--- config.mk ---
export PLATFORM = sky130hd
export DESIGN_NAME = pcie_req_arbiter_flat
export DESIGN_NICKNAME = d
export VERILOG_FILES = /design/src/rtl/pcie_req_arbiter_if.sv /design/src/rtl/pcie_req_arbiter.sv /design/src/flat_wrapper.sv
export SDC_FILE = /design/constraint.sdc
export NUM_CORES = 1
export LEC_CHECK = 0
export ABC_CLOCK_PERIOD_IN_PS = 4600
export CAP_MARGIN = 20
export CORE_AREA = 2 2 177 179
export CTS_BUF_LIST = sky130_fd_sc_hd__clkbuf_16
export DETAILED_ROUTE_END_ITERATION = 8
export DIE_AREA = 0 0 179 181
export GPL_TIMING_DRIVEN = 0
export MAX_ROUTING_LAYER = met4
export PLACE_DENSITY = 0.62
export SLEW_MARGIN = 20
export SYNTH_ARGS = -nofsm -noshare
export SYNTH_HDL_FRONTEND = slang
export SYNTH_SLANG_ARGS = --single-unit
export TNS_END_PERCENT = 50
--- constraint.sdc ---
create_clock -name clk -period 4.6 [get_ports clk]
set_input_delay 1.38 -clock clk [delete_from_list [all_inputs] [get_ports clk]]
set_output_delay 1.38 -clock clk [all_outputs]
set_load 0.05 [all_outputs]
--- src/rtl/pcie_req_arbiter_if.sv ---
// Request/completion bundle around pcie_req_arbiter.
// master is the arbiter's view; slave is the requester/endpoint side.
interface pcie_req_arbiter_if #(
   parameter int NUM_REQ = 4,
   parameter int ADDR_W  = 32,
   parameter int DATA_W  = 32,
   parameter int TYPE_W  = 2
);
   logic [NUM_REQ-1:0]        s_valid;
   logic [NUM_REQ-1:0]        s_ready;
   logic [NUM_REQ*TYPE_W-1:0] s_type;
   logic [NUM_REQ*ADDR_W-1:0] s_addr;
   logic [NUM_REQ*DATA_W-1:0] s_data;
   logic                      req_valid;
   logic                      req_ready;
   logic [TYPE_W-1:0]         req_type;
   logic [ADDR_W-1:0]         req_addr;
   logic [DATA_W-1:0]         req_data;
   logic [7:0]                req_tag;
   logic                      cpl_valid;
   logic [2:0]                cpl_status;
   logic [7:0]                cpl_tag;
   logic [DATA_W-1:0]         cpl_data;
   logic [NUM_REQ-1:0]        r_valid;
   logic [2:0]                r_status;
   logic [DATA_W-1:0]         r_data;
   logic [7:0]                r_tag;
   logic [8:0]                outstanding;
   logic                      err_unexp_cpl;

   modport master (
      input  s_valid, s_type, s_addr, s_data, req_ready,
             cpl_valid, cpl_status, cpl_tag, cpl_data,
      output s_ready, req_valid, req_type, req_addr, req_data, req_tag,
             r_valid, r_status, r_data, r_tag, outstanding, err_unexp_cpl
   );

   modport slave (
      output s_valid, s_type, s_addr, s_data, req_ready,
             cpl_valid, cpl_status, cpl_tag, cpl_data,
      input  s_ready, req_valid, req_type, req_addr, req_data, req_tag,
             r_valid, r_status, r_data, r_tag, outstanding, err_unexp_cpl
   );
endinterface

--- src/rtl/pcie_req_arbiter.sv ---
// Round-robin arbiter sharing one PCIe request channel among NUM_REQ requesters,
// with MRd tag allocation and completion routing back to the issuing requester.
module pcie_req_arbiter #(
   parameter int NUM_REQ  = 4,
   parameter int ADDR_W   = 32,
   parameter int DATA_W   = 32,
   parameter int TYPE_W   = 2,
   parameter int MAX_OUTS = 8
) (
   input logic                clk,
   input logic                rst,
   pcie_req_arbiter_if.master bus
);
   localparam int IDX_W = $clog2(NUM_REQ);
   localparam logic [TYPE_W-1:0] TLP_MRd = TYPE_W'(0);

   typedef enum logic {IDLE, ISSUE} state_t;

   state_t              state_q, state_d;
   logic [IDX_W-1:0]    rr_ptr, grant_q, grant_d, cpl_owner;
   logic                gnt_found, hs, any_free, cpl_hit, alloc;
   logic [7:0]          free_tag;
   logic [NUM_REQ-1:0]  elig, s_ready_c, r_valid_d;
   logic [IDX_W:0]      scan_idx;
   logic [TYPE_W-1:0]   sel_type;
   logic [ADDR_W-1:0]   sel_addr;
   logic [DATA_W-1:0]   sel_data;
   logic [MAX_OUTS-1:0] busy, busy_d;
   logic [IDX_W-1:0]    owner [MAX_OUTS];
   logic [8:0]          outstanding_q;
   logic                req_mrd_q;
   logic [TYPE_W-1:0]   req_type_q;
   logic [ADDR_W-1:0]   req_addr_q;
   logic [DATA_W-1:0]   req_data_q;
   logic [7:0]          req_tag_q;
   logic [NUM_REQ-1:0]  r_valid_q;
   logic [2:0]          r_status_q;
   logic [DATA_W-1:0]   r_data_q;
   logic [7:0]          r_tag_q;
   logic                err_q;

   // Lowest free tag from the registered (pre-edge) busy map
   always_comb begin
      any_free = 1'b0;
      free_tag = 8'd0;
      for (int t = MAX_OUTS - 1; t >= 0; t--) begin
         if (!busy[t]) begin
            any_free = 1'b1;
            free_tag = 8'(t);
         end
      end
   end

   always_comb begin
      elig = '0;
      for (int i = 0; i < NUM_REQ; i++)
         elig[i] = bus.s_valid[i] &&
                   ((bus.s_type[i*TYPE_W +: TYPE_W] != TLP_MRd) || any_free);
      gnt_found = 1'b0;
      grant_d   = rr_ptr;
      scan_idx  = '0;
      for (int k = 0; k < NUM_REQ; k++) begin
         scan_idx = {1'b0, rr_ptr} + (IDX_W+1)'(k);
         if (scan_idx >= (IDX_W+1)'(NUM_REQ))
            scan_idx = scan_idx - (IDX_W+1)'(NUM_REQ);
         for (int j = 0; j < NUM_REQ; j++) begin
            if (!gnt_found && elig[j] && scan_idx == (IDX_W+1)'(j)) begin
               gnt_found = 1'b1;
               grant_d   = IDX_W'(j);
            end
         end
      end
      sel_type = '0;
      sel_addr = '0;
      sel_data = '0;
      for (int j = 0; j < NUM_REQ; j++) begin
         if (grant_d == IDX_W'(j)) begin
            sel_type = bus.s_type[j*TYPE_W +: TYPE_W];
            sel_addr = bus.s_addr[j*ADDR_W +: ADDR_W];
            sel_data = bus.s_data[j*DATA_W +: DATA_W];
         end
      end
   end

   always_comb begin
      state_d   = state_q;
      hs        = 1'b0;
      s_ready_c = '0;
      case (state_q)
         IDLE: if (gnt_found) state_d = ISSUE;
         ISSUE: begin
            if (bus.req_ready) begin
               hs      = 1'b1;
               state_d = IDLE;
               for (int j = 0; j < NUM_REQ; j++)
                  s_ready_c[j] = (grant_q == IDX_W'(j));
            end
         end
         default: state_d = IDLE;
      endcase
   end

   // A completion may free one tag while the handshake claims another on the same edge
   always_comb begin
      alloc     = hs && req_mrd_q;
      cpl_hit   = 1'b0;
      cpl_owner = '0;
      busy_d    = busy;
      for (int t = 0; t < MAX_OUTS; t++) begin
         if (bus.cpl_valid && bus.cpl_tag == 8'(t) && busy[t]) begin
            cpl_hit   = 1'b1;
            cpl_owner = owner[t];
            busy_d[t] = 1'b0;
         end
         if (alloc && req_tag_q == 8'(t)) busy_d[t] = 1'b1;
      end
      r_valid_d = '0;
      for (int j = 0; j < NUM_REQ; j++)
         r_valid_d[j] = cpl_hit && (cpl_owner == IDX_W'(j));
   end

   always_ff @(posedge clk) begin
      if (rst) begin
         state_q       <= IDLE;
         rr_ptr        <= '0;
         grant_q       <= '0;
         busy          <= '0;
         outstanding_q <= 9'd0;
         req_mrd_q     <= 1'b0;
         req_type_q    <= '0;
         req_addr_q    <= '0;
         req_data_q    <= '0;
         req_tag_q     <= 8'd0;
         r_valid_q     <= '0;
         r_status_q    <= 3'd0;
         r_data_q      <= '0;
         r_tag_q       <= 8'd0;
         err_q         <= 1'b0;
      end else begin
         state_q <= state_d;
         busy    <= busy_d;
         if (state_q == IDLE && gnt_found) begin
            grant_q    <= grant_d;
            req_type_q <= sel_type;
            req_addr_q <= sel_addr;
            req_data_q <= sel_data;
            req_mrd_q  <= (sel_type == TLP_MRd);
            req_tag_q  <= (sel_type == TLP_MRd) ? free_tag : 8'd0;
         end
         if (hs)
            rr_ptr <= (grant_q == IDX_W'(NUM_REQ - 1)) ? '0 : grant_q + IDX_W'(1);
         case ({alloc, cpl_hit})
            2'b10:   outstanding_q <= outstanding_q + 9'd1;
            2'b01:   outstanding_q <= outstanding_q - 9'd1;
            default: outstanding_q <= outstanding_q;
         endcase
         r_valid_q <= r_valid_d;
         err_q     <= bus.cpl_valid && !cpl_hit;
         if (bus.cpl_valid) begin
            r_status_q <= bus.cpl_status;
            r_data_q   <= bus.cpl_data;
            r_tag_q    <= bus.cpl_tag;
         end
      end
   end

   always_ff @(posedge clk) begin
      for (int t = 0; t < MAX_OUTS; t++)
         if (alloc && req_tag_q == 8'(t)) owner[t] <= grant_q;
   end

   assign bus.s_ready       = s_ready_c;
   assign bus.req_valid     = (state_q == ISSUE);
   assign bus.req_type      = req_type_q;
   assign bus.req_addr      = req_addr_q;
   assign bus.req_data      = req_data_q;
   assign bus.req_tag       = req_tag_q;
   assign bus.r_valid       = r_valid_q;
   assign bus.r_status      = r_status_q;
   assign bus.r_data        = r_data_q;
   assign bus.r_tag         = r_tag_q;
   assign bus.outstanding   = outstanding_q;
   assign bus.err_unexp_cpl = err_q;
endmodule

--- src/flat_wrapper.sv ---
// flat-port wrapper written by rule: the top's interface ports become plain ports
module pcie_req_arbiter_flat 
#(
   parameter int NUM_REQ  = 4,
   parameter int ADDR_W   = 32,
   parameter int DATA_W   = 32,
   parameter int TYPE_W   = 2,
   parameter int MAX_OUTS = 8
)
  (clk, rst, bus_s_valid, bus_s_type, bus_s_addr, bus_s_data, bus_req_ready, bus_cpl_valid, bus_cpl_status, bus_cpl_tag, bus_cpl_data, bus_s_ready, bus_req_valid, bus_req_type, bus_req_addr, bus_req_data, bus_req_tag, bus_r_valid, bus_r_status, bus_r_data, bus_r_tag, bus_outstanding, bus_err_unexp_cpl);
  pcie_req_arbiter_if #(.NUM_REQ(NUM_REQ), .ADDR_W(ADDR_W), .DATA_W(DATA_W), .TYPE_W(TYPE_W)) bus_i ();
  input logic clk;
  input logic rst;
  input wire logic [$bits(bus_i.s_valid)-1:0] bus_s_valid;
  input wire logic [$bits(bus_i.s_type)-1:0] bus_s_type;
  input wire logic [$bits(bus_i.s_addr)-1:0] bus_s_addr;
  input wire logic [$bits(bus_i.s_data)-1:0] bus_s_data;
  input wire logic [$bits(bus_i.req_ready)-1:0] bus_req_ready;
  input wire logic [$bits(bus_i.cpl_valid)-1:0] bus_cpl_valid;
  input wire logic [$bits(bus_i.cpl_status)-1:0] bus_cpl_status;
  input wire logic [$bits(bus_i.cpl_tag)-1:0] bus_cpl_tag;
  input wire logic [$bits(bus_i.cpl_data)-1:0] bus_cpl_data;
  output wire logic [$bits(bus_i.s_ready)-1:0] bus_s_ready;
  output wire logic [$bits(bus_i.req_valid)-1:0] bus_req_valid;
  output wire logic [$bits(bus_i.req_type)-1:0] bus_req_type;
  output wire logic [$bits(bus_i.req_addr)-1:0] bus_req_addr;
  output wire logic [$bits(bus_i.req_data)-1:0] bus_req_data;
  output wire logic [$bits(bus_i.req_tag)-1:0] bus_req_tag;
  output wire logic [$bits(bus_i.r_valid)-1:0] bus_r_valid;
  output wire logic [$bits(bus_i.r_status)-1:0] bus_r_status;
  output wire logic [$bits(bus_i.r_data)-1:0] bus_r_data;
  output wire logic [$bits(bus_i.r_tag)-1:0] bus_r_tag;
  output wire logic [$bits(bus_i.outstanding)-1:0] bus_outstanding;
  output wire logic [$bits(bus_i.err_unexp_cpl)-1:0] bus_err_unexp_cpl;
  assign bus_i.s_valid = bus_s_valid;
  assign bus_i.s_type = bus_s_type;
  assign bus_i.s_addr = bus_s_addr;
  assign bus_i.s_data = bus_s_data;
  assign bus_i.req_ready = bus_req_ready;
  assign bus_i.cpl_valid = bus_cpl_valid;
  assign bus_i.cpl_status = bus_cpl_status;
  assign bus_i.cpl_tag = bus_cpl_tag;
  assign bus_i.cpl_data = bus_cpl_data;
  assign bus_s_ready = bus_i.s_ready;
  assign bus_req_valid = bus_i.req_valid;
  assign bus_req_type = bus_i.req_type;
  assign bus_req_addr = bus_i.req_addr;
  assign bus_req_data = bus_i.req_data;
  assign bus_req_tag = bus_i.req_tag;
  assign bus_r_valid = bus_i.r_valid;
  assign bus_r_status = bus_i.r_status;
  assign bus_r_data = bus_i.r_data;
  assign bus_r_tag = bus_i.r_tag;
  assign bus_outstanding = bus_i.outstanding;
  assign bus_err_unexp_cpl = bus_i.err_unexp_cpl;
  pcie_req_arbiter #(.NUM_REQ(NUM_REQ), .ADDR_W(ADDR_W), .DATA_W(DATA_W), .TYPE_W(TYPE_W), .MAX_OUTS(MAX_OUTS)) u_core (.clk(clk), .rst(rst), .bus(bus_i));
endmodule
== Yosys cells after proc, flatten, opt, wreduce, memory -nomap -nowiden ==
Memories as Yosys holds them, arrays and structs flattened.
Cells that the tools add are included.
Operators by class
  add/subtract/negate cells: 10
  magnitude comparators: 4
  eq/ne operators: 37
  mux-type cells: 143
  bitwise gates (word level): 1
  reduce and logical (&&, ||, !) cells: 116
Operators with widths (number)
  32-bit 2-to-1 mux: 8
  1-bit 2-to-1 mux: 75
  2-bit 2-to-1 mux: 36
  1-bit logical AND: 66
  8-bit by 3-bit == test with 1-bit output (second input constant): 8
  8-bit 2-to-1 mux: 8
  3-bit 2-to-1 mux: 12
  8-bit by 2-bit == test with 1-bit output (second input constant): 4
  2-bit nonzero test: 13
  3-bit by 2-bit == test with 1-bit output (second input constant): 8
  9-bit one-hot mux with 2 select lines: 1
  8-bit by 1-bit == test with 1-bit output (second input constant): 2
  1-bit zero test: 16
  8-bit zero test: 2
  2-bit == test (second input constant): 7
  2-bit OR reduction: 7
  3-bit by 1-bit == test with 1-bit output (second input constant): 4
  3-bit zero test: 4
  9-bit by 1-bit adder with 9-bit output (second input constant): 1
  3-bit >= comparator (second input constant): 3
  3-bit subtractor (second input constant): 3
  9-bit by 1-bit subtractor with 9-bit output (second input constant): 1
  2-bit by 1-bit == test with 1-bit output (second input constant): 4
  2-bit zero test: 4
  other kinds (9): 14
Word-level totals
  flip-flop bits (word level): 145
  memory bits (writable): 16
  output and inout bits: 136
  logic and storage cells: 334
  memories: 1
Memory list
  u_core.owner: depth 8, bits a word 2, read ports 8, clocked after Yosys merged registers in 0, wr ports 1, line pcie_req_arbiter.sv:29  | logic [IDX_W-1:0] owner [MAX_OUTS];

== Logic depth before layout (Yosys ltp) ==
  depth in word-level cells: 79
  gate-level depth with buffers: 15
  depth with buffers taken out: 15

== Worst setup path before layout ==
OpenSTA, ideal clock, no wires.
  path type: input to register
  start: in bus_cpl_tag[4]
  end: reg u_core.outstanding_q[8], in the netlist u_core.bus.outstanding[8]
  setup time: 0.070 ns
  arrival: 4.408 ns
  required time: 4.530 ns
  path slack: 0.122 ns
  stages on the path: 15
  cells stage by stage: or4_1 nor2_1 nand3_1 o22ai_1 ha_1 inv_1 fa_1 nor2b_1 o21ai_0 a21boi_0 o21ai_0 a21oi_1 xnor2_1 or3_1 a21oi_1
Between the ends
  word-level cells in the longest chain between the ends: 13
RTL lines
  start: declaration: line flat_wrapper.sv:21  | input wire logic [$bits(bus_i.cpl_tag)-1:0] bus_cpl_tag;
  8-bit zero test: line pcie_req_arbiter.sv:110  | if (bus.cpl_valid && bus.cpl_tag == 8'(t) && busy[t]) begin
  1-bit logical AND (2 in a row): line pcie_req_arbiter.sv:110
  1-bit 2-to-1 mux (7 in a row): line pcie_req_arbiter.sv:110
  1-bit 2-to-1 mux (*): line pcie_req_arbiter.sv:110
  2-bit by 1-bit == test with 1-bit output or 2-bit == test (tied branches): line pcie_req_arbiter.sv:152  | case ({alloc, cpl_hit})
  9-bit one-hot mux with 2 select lines or 2-bit nonzero test (tied branches)
  end signal: assignment: line pcie_req_arbiter.sv:153  | 2'b10: outstanding_q <= outstanding_q + 9'd1;
  end signal: assignment: line pcie_req_arbiter.sv:154  | 2'b01: outstanding_q <= outstanding_q - 9'd1;
  end signal: assignment: line pcie_req_arbiter.sv:155  | default: outstanding_q <= outstanding_q;
  end: declaration: line pcie_req_arbiter.sv:30  | logic [8:0] outstanding_q;
Mark *: on every way between the ends. The rest lies on a longest branch, timed or not.
A chain may end at the register's enable or synchronous reset.

== Worst setup path in the final report ==
  start: in bus_cpl_tag[5]
  end: reg u_core.outstanding_q[7], in the netlist u_core.bus.outstanding[7]
Same word-level chain as after synthesis.

==> flow_summary.ini <==
[status]
status = finished clean

[logic_synthesis]
yosysMostFrequentCell = mux2i_1
synth_top_area_share_pct = 33.8
async_reset_ff_share_pct = 0
synthCells = 880
synth_area_mm2 = 0.00830
ys_seq_area_share_pct = 39.5
yosys.area.top_type = dfxtp_1
synth_mux_area_share_pct = 21.6
synth_edf_count = 16
synth_commonest_cells = mux2i_1 (175), nand2_1 (156), dfxtp_1 (140)
synth_xor_xnor_area_share_pct = 0.527
synth_area_leaders = dfxtp_1 (34%), mux2i_1 (21%), a32o_1 (7.6%)
ys_types = 65
synth_top_family_by_area = multiplexers
yosys.area_share.simple_pct = 15.4
syn_area_per_cell_um2 = 9.44
ys_ff_latch = 156
synth_ff_type = dfxtp_1
ys_warn_count = 0
synth_compound_area_share_pct = 15.1
synth_fa_ha_area_share_pct = 2.05

[sta]
fmax_mhz = 222
final-setup-viol-count = 0
period_minus_slack_ns = 4.50
tightest_slew_ns = 0.752
timing.slew.headroom_pct = 49.9
hold_viol_final = 0
skew_ns = 0.0165
maxSlewViolCount = 0
fin_ws_ns = 0.101
finalCritPeriodShare_pct = 97.8
rsz0062_at_grt = true

[worst_hold_path]
hold_path.class = reg -> reg

[worst_setup_path]
reg2reg_slack_ns = 1.24
required_ns = 4.91
critPathLaunchType = primary input
cp_max_fo = 4
crit_type = in -> reg
crit_arrival_ns = 4.81
endpoint_kind = register

[placement]
dp_slack_ns = -0.994
gp_congestion = 0.868
dp_hpwl_mm = 26.0
portBuffers = 443

[run]
max_cap_violations = 0

[cts]
root_buffer = clkbuf_16
clk-insertion-delay-late_ns = 0.43
cts_sinks = 156
h-tree-depth = 4
cts_tree = yes
clkSlewWorstSetupHoldPaths_ns = 0.07
cts.path.max_buffers = 2
cts_hold_buf = 0
cts_buffers = 17

[floorplan]
die_h_um = 181
io_pins = 451
die_area_mm2 = 0.0324
rows = 64
core_area_mm2 = 0.0303
die_w_um = 179
initial_core_util_pct = 27.4

[power]
pwr_density_cell_mw_per_mm2 = 313
peakVddDrop_v = 0.000222
p_int_mw = 2.87
swShare_pct = 34.3
pwr-share-comb_pct = 30.8
p_seq_share_pct = 34.9
finalPower_mw = 4.37
clockPowerShare_pct = 34.3
total_leakage_power_nw = 5.46
power.switching_mw = 1.50

[route]
wl_per_cell_um = 18.9
viasPerCell = 4.76
vias = 8386
top_layer_used = met4
wl_met2_mm = 16.5
dr.pass1.iters = 5
drt.antenna.violating_nets = 0
met3WireLength_mm = 2.84
drt_iter0_drc = 251
drt-total-wl_mm = 33.3
drc = 0
wl_met1_mm = 13.1

[finish]
drive_above_1_share_pct = 6.98
area_delta_synth_final_pct = 68.0
fin_nets = 1677

[grt]
grt_max_degree = 19
grt_pass1_wl_mm = 48.2
grt_pass1_vias = 8439
grt_use_total_pct = 20.2
grt-ovfl-total = 0
antenna_found_initial = 3
## logic make-up after synthesis
family                   after synthesis
XOR/XNOR                               5
AND/OR/NAND/NOR                      292
multiplexers                         177
buffers and inverters                 87
adder cells (fa/ha/maj)               13
other                                  1
AO/OA/AOI/OAI                        149
flip-flops                           156
## repair_timing
action,CTS,global route
hold endpoints to repair,0,0
gates cloned,0,0
pin swaps,2,5
endpoints found under the setup margin,5,3
buffers inserted,3,1
gates resized for setup,6,7
## metal layers
metal,global-route usage [%],up-vias
met2,34.5,344
met3,5.81,35
met5,-,-
li1,-,4121
met1,22.4,3886
met4,6.76,0
## final timing paths
path                          start  depth (start not counted)                        end
max reg2reg          u_core.busy[0]                          8     u_core.bus.req_data[7]
max                  bus_cpl_tag[5]                         15  u_core.bus.outstanding[7]
min          u_core.bus.req_data[6]                          1     u_core.bus.req_data[6]
min reg2reg  u_core.bus.req_data[6]                          1     u_core.bus.req_data[6]
## per-stage QoR
stage	cells	hold slack, ns	utilization [%]	setup TNS [ns]	instance area (µm²)
3_3_place_gp	1723	0.447	43.7	-4.21	13200
6_report	1761	0.467	46.0	0	13900
2_1_floorplan	884	0.473	-	0	8320
5_1_grt	1761	0.484	46.0	-0.0883	13900
3_5_place_dp	1723	0.453	43.7	-4.18	13300
4_1_cts	1757	0.471	45.9	0	13900
## final cells by class
cell class / instances / area [µm²]
clock inverter: 15 / 190
multi-input combinational: 641 / 4620
fill: 2902 / 16400
timing repair buffer: 447 / 4460
tap: 396 / 495
antenna: 3 / 7.51
buffer: 67 / 393
inverter: 19 / 71.3
clock buffer: 17 / 425
sequential: 156 / 3280
## power by group through the flow
| stage | Sequential [mW] | Clock (mW) | Combinational (mW) |
|---|---|---|---|
| 2_1_floorplan | 1.86 | 0 | 0.448 |
| 3_3_place_gp | 1.55 | 0 | 1.35 |
| 3_5_place_dp | 1.55 | 0 | 1.36 |
| 4_1_cts | 1.52 | 1.55 | 1.36 |
| 5_1_grt | 1.54 | 1.60 | 1.43 |
| 6_report | 1.52 | 1.50 | 1.35 |
## cell usage in the layout (no fill, tap or decap), drive strengths merged, types with 6 or more instances in the layout
cell type	instances
clkdlybuf4s50	443
mux2i	175
nand2	156
dfxtp	140
nor2	76
a32o	63
buf	46
clkbuf	42
inv	28
a21oi	27
edfxtp	16
o21ai	15
ha	12
nor3	10
nand3	9
nor2b	8
a31oi	7
or3	6
## sequential cells by signal, summed over array words and instances (netlist names)
name,count
u_core.rr_ptr,2
u_core.busy,8
u_core.bus.req_valid,1
u_core.grant_q,2
u_core.bus.r_valid,4
u_core.bus.req_addr,32
u_core.bus.err_unexp_cpl,1
u_core.bus.outstanding,9
u_core.bus.req_tag,3
u_core.bus.req_data,32
u_core.req_mrd_q,1
u_core.bus.r_data,32
u_core.owner,16
u_core.bus.req_type,2
u_core.bus.r_tag,8
u_core.bus.r_status,3
## critical path, stage by stage
cell	delay [ns]
clkdlybuf4s50_1	0.43
or4_1	0.54
nor2_2	0.16
nand3b_1	0.20
o22ai_4	0.28
ha_4	0.18
ha_1	0.23
a21o_1	0.19
a21oi_2	0.18
o21ai_0	0.11
a21oi_2	0.18
o21bai_1	0.08
a21oi_1	0.22
nor4_1	0.06
or3_1	0.38
No activity file was read; power rests on OpenSTA's default activity.
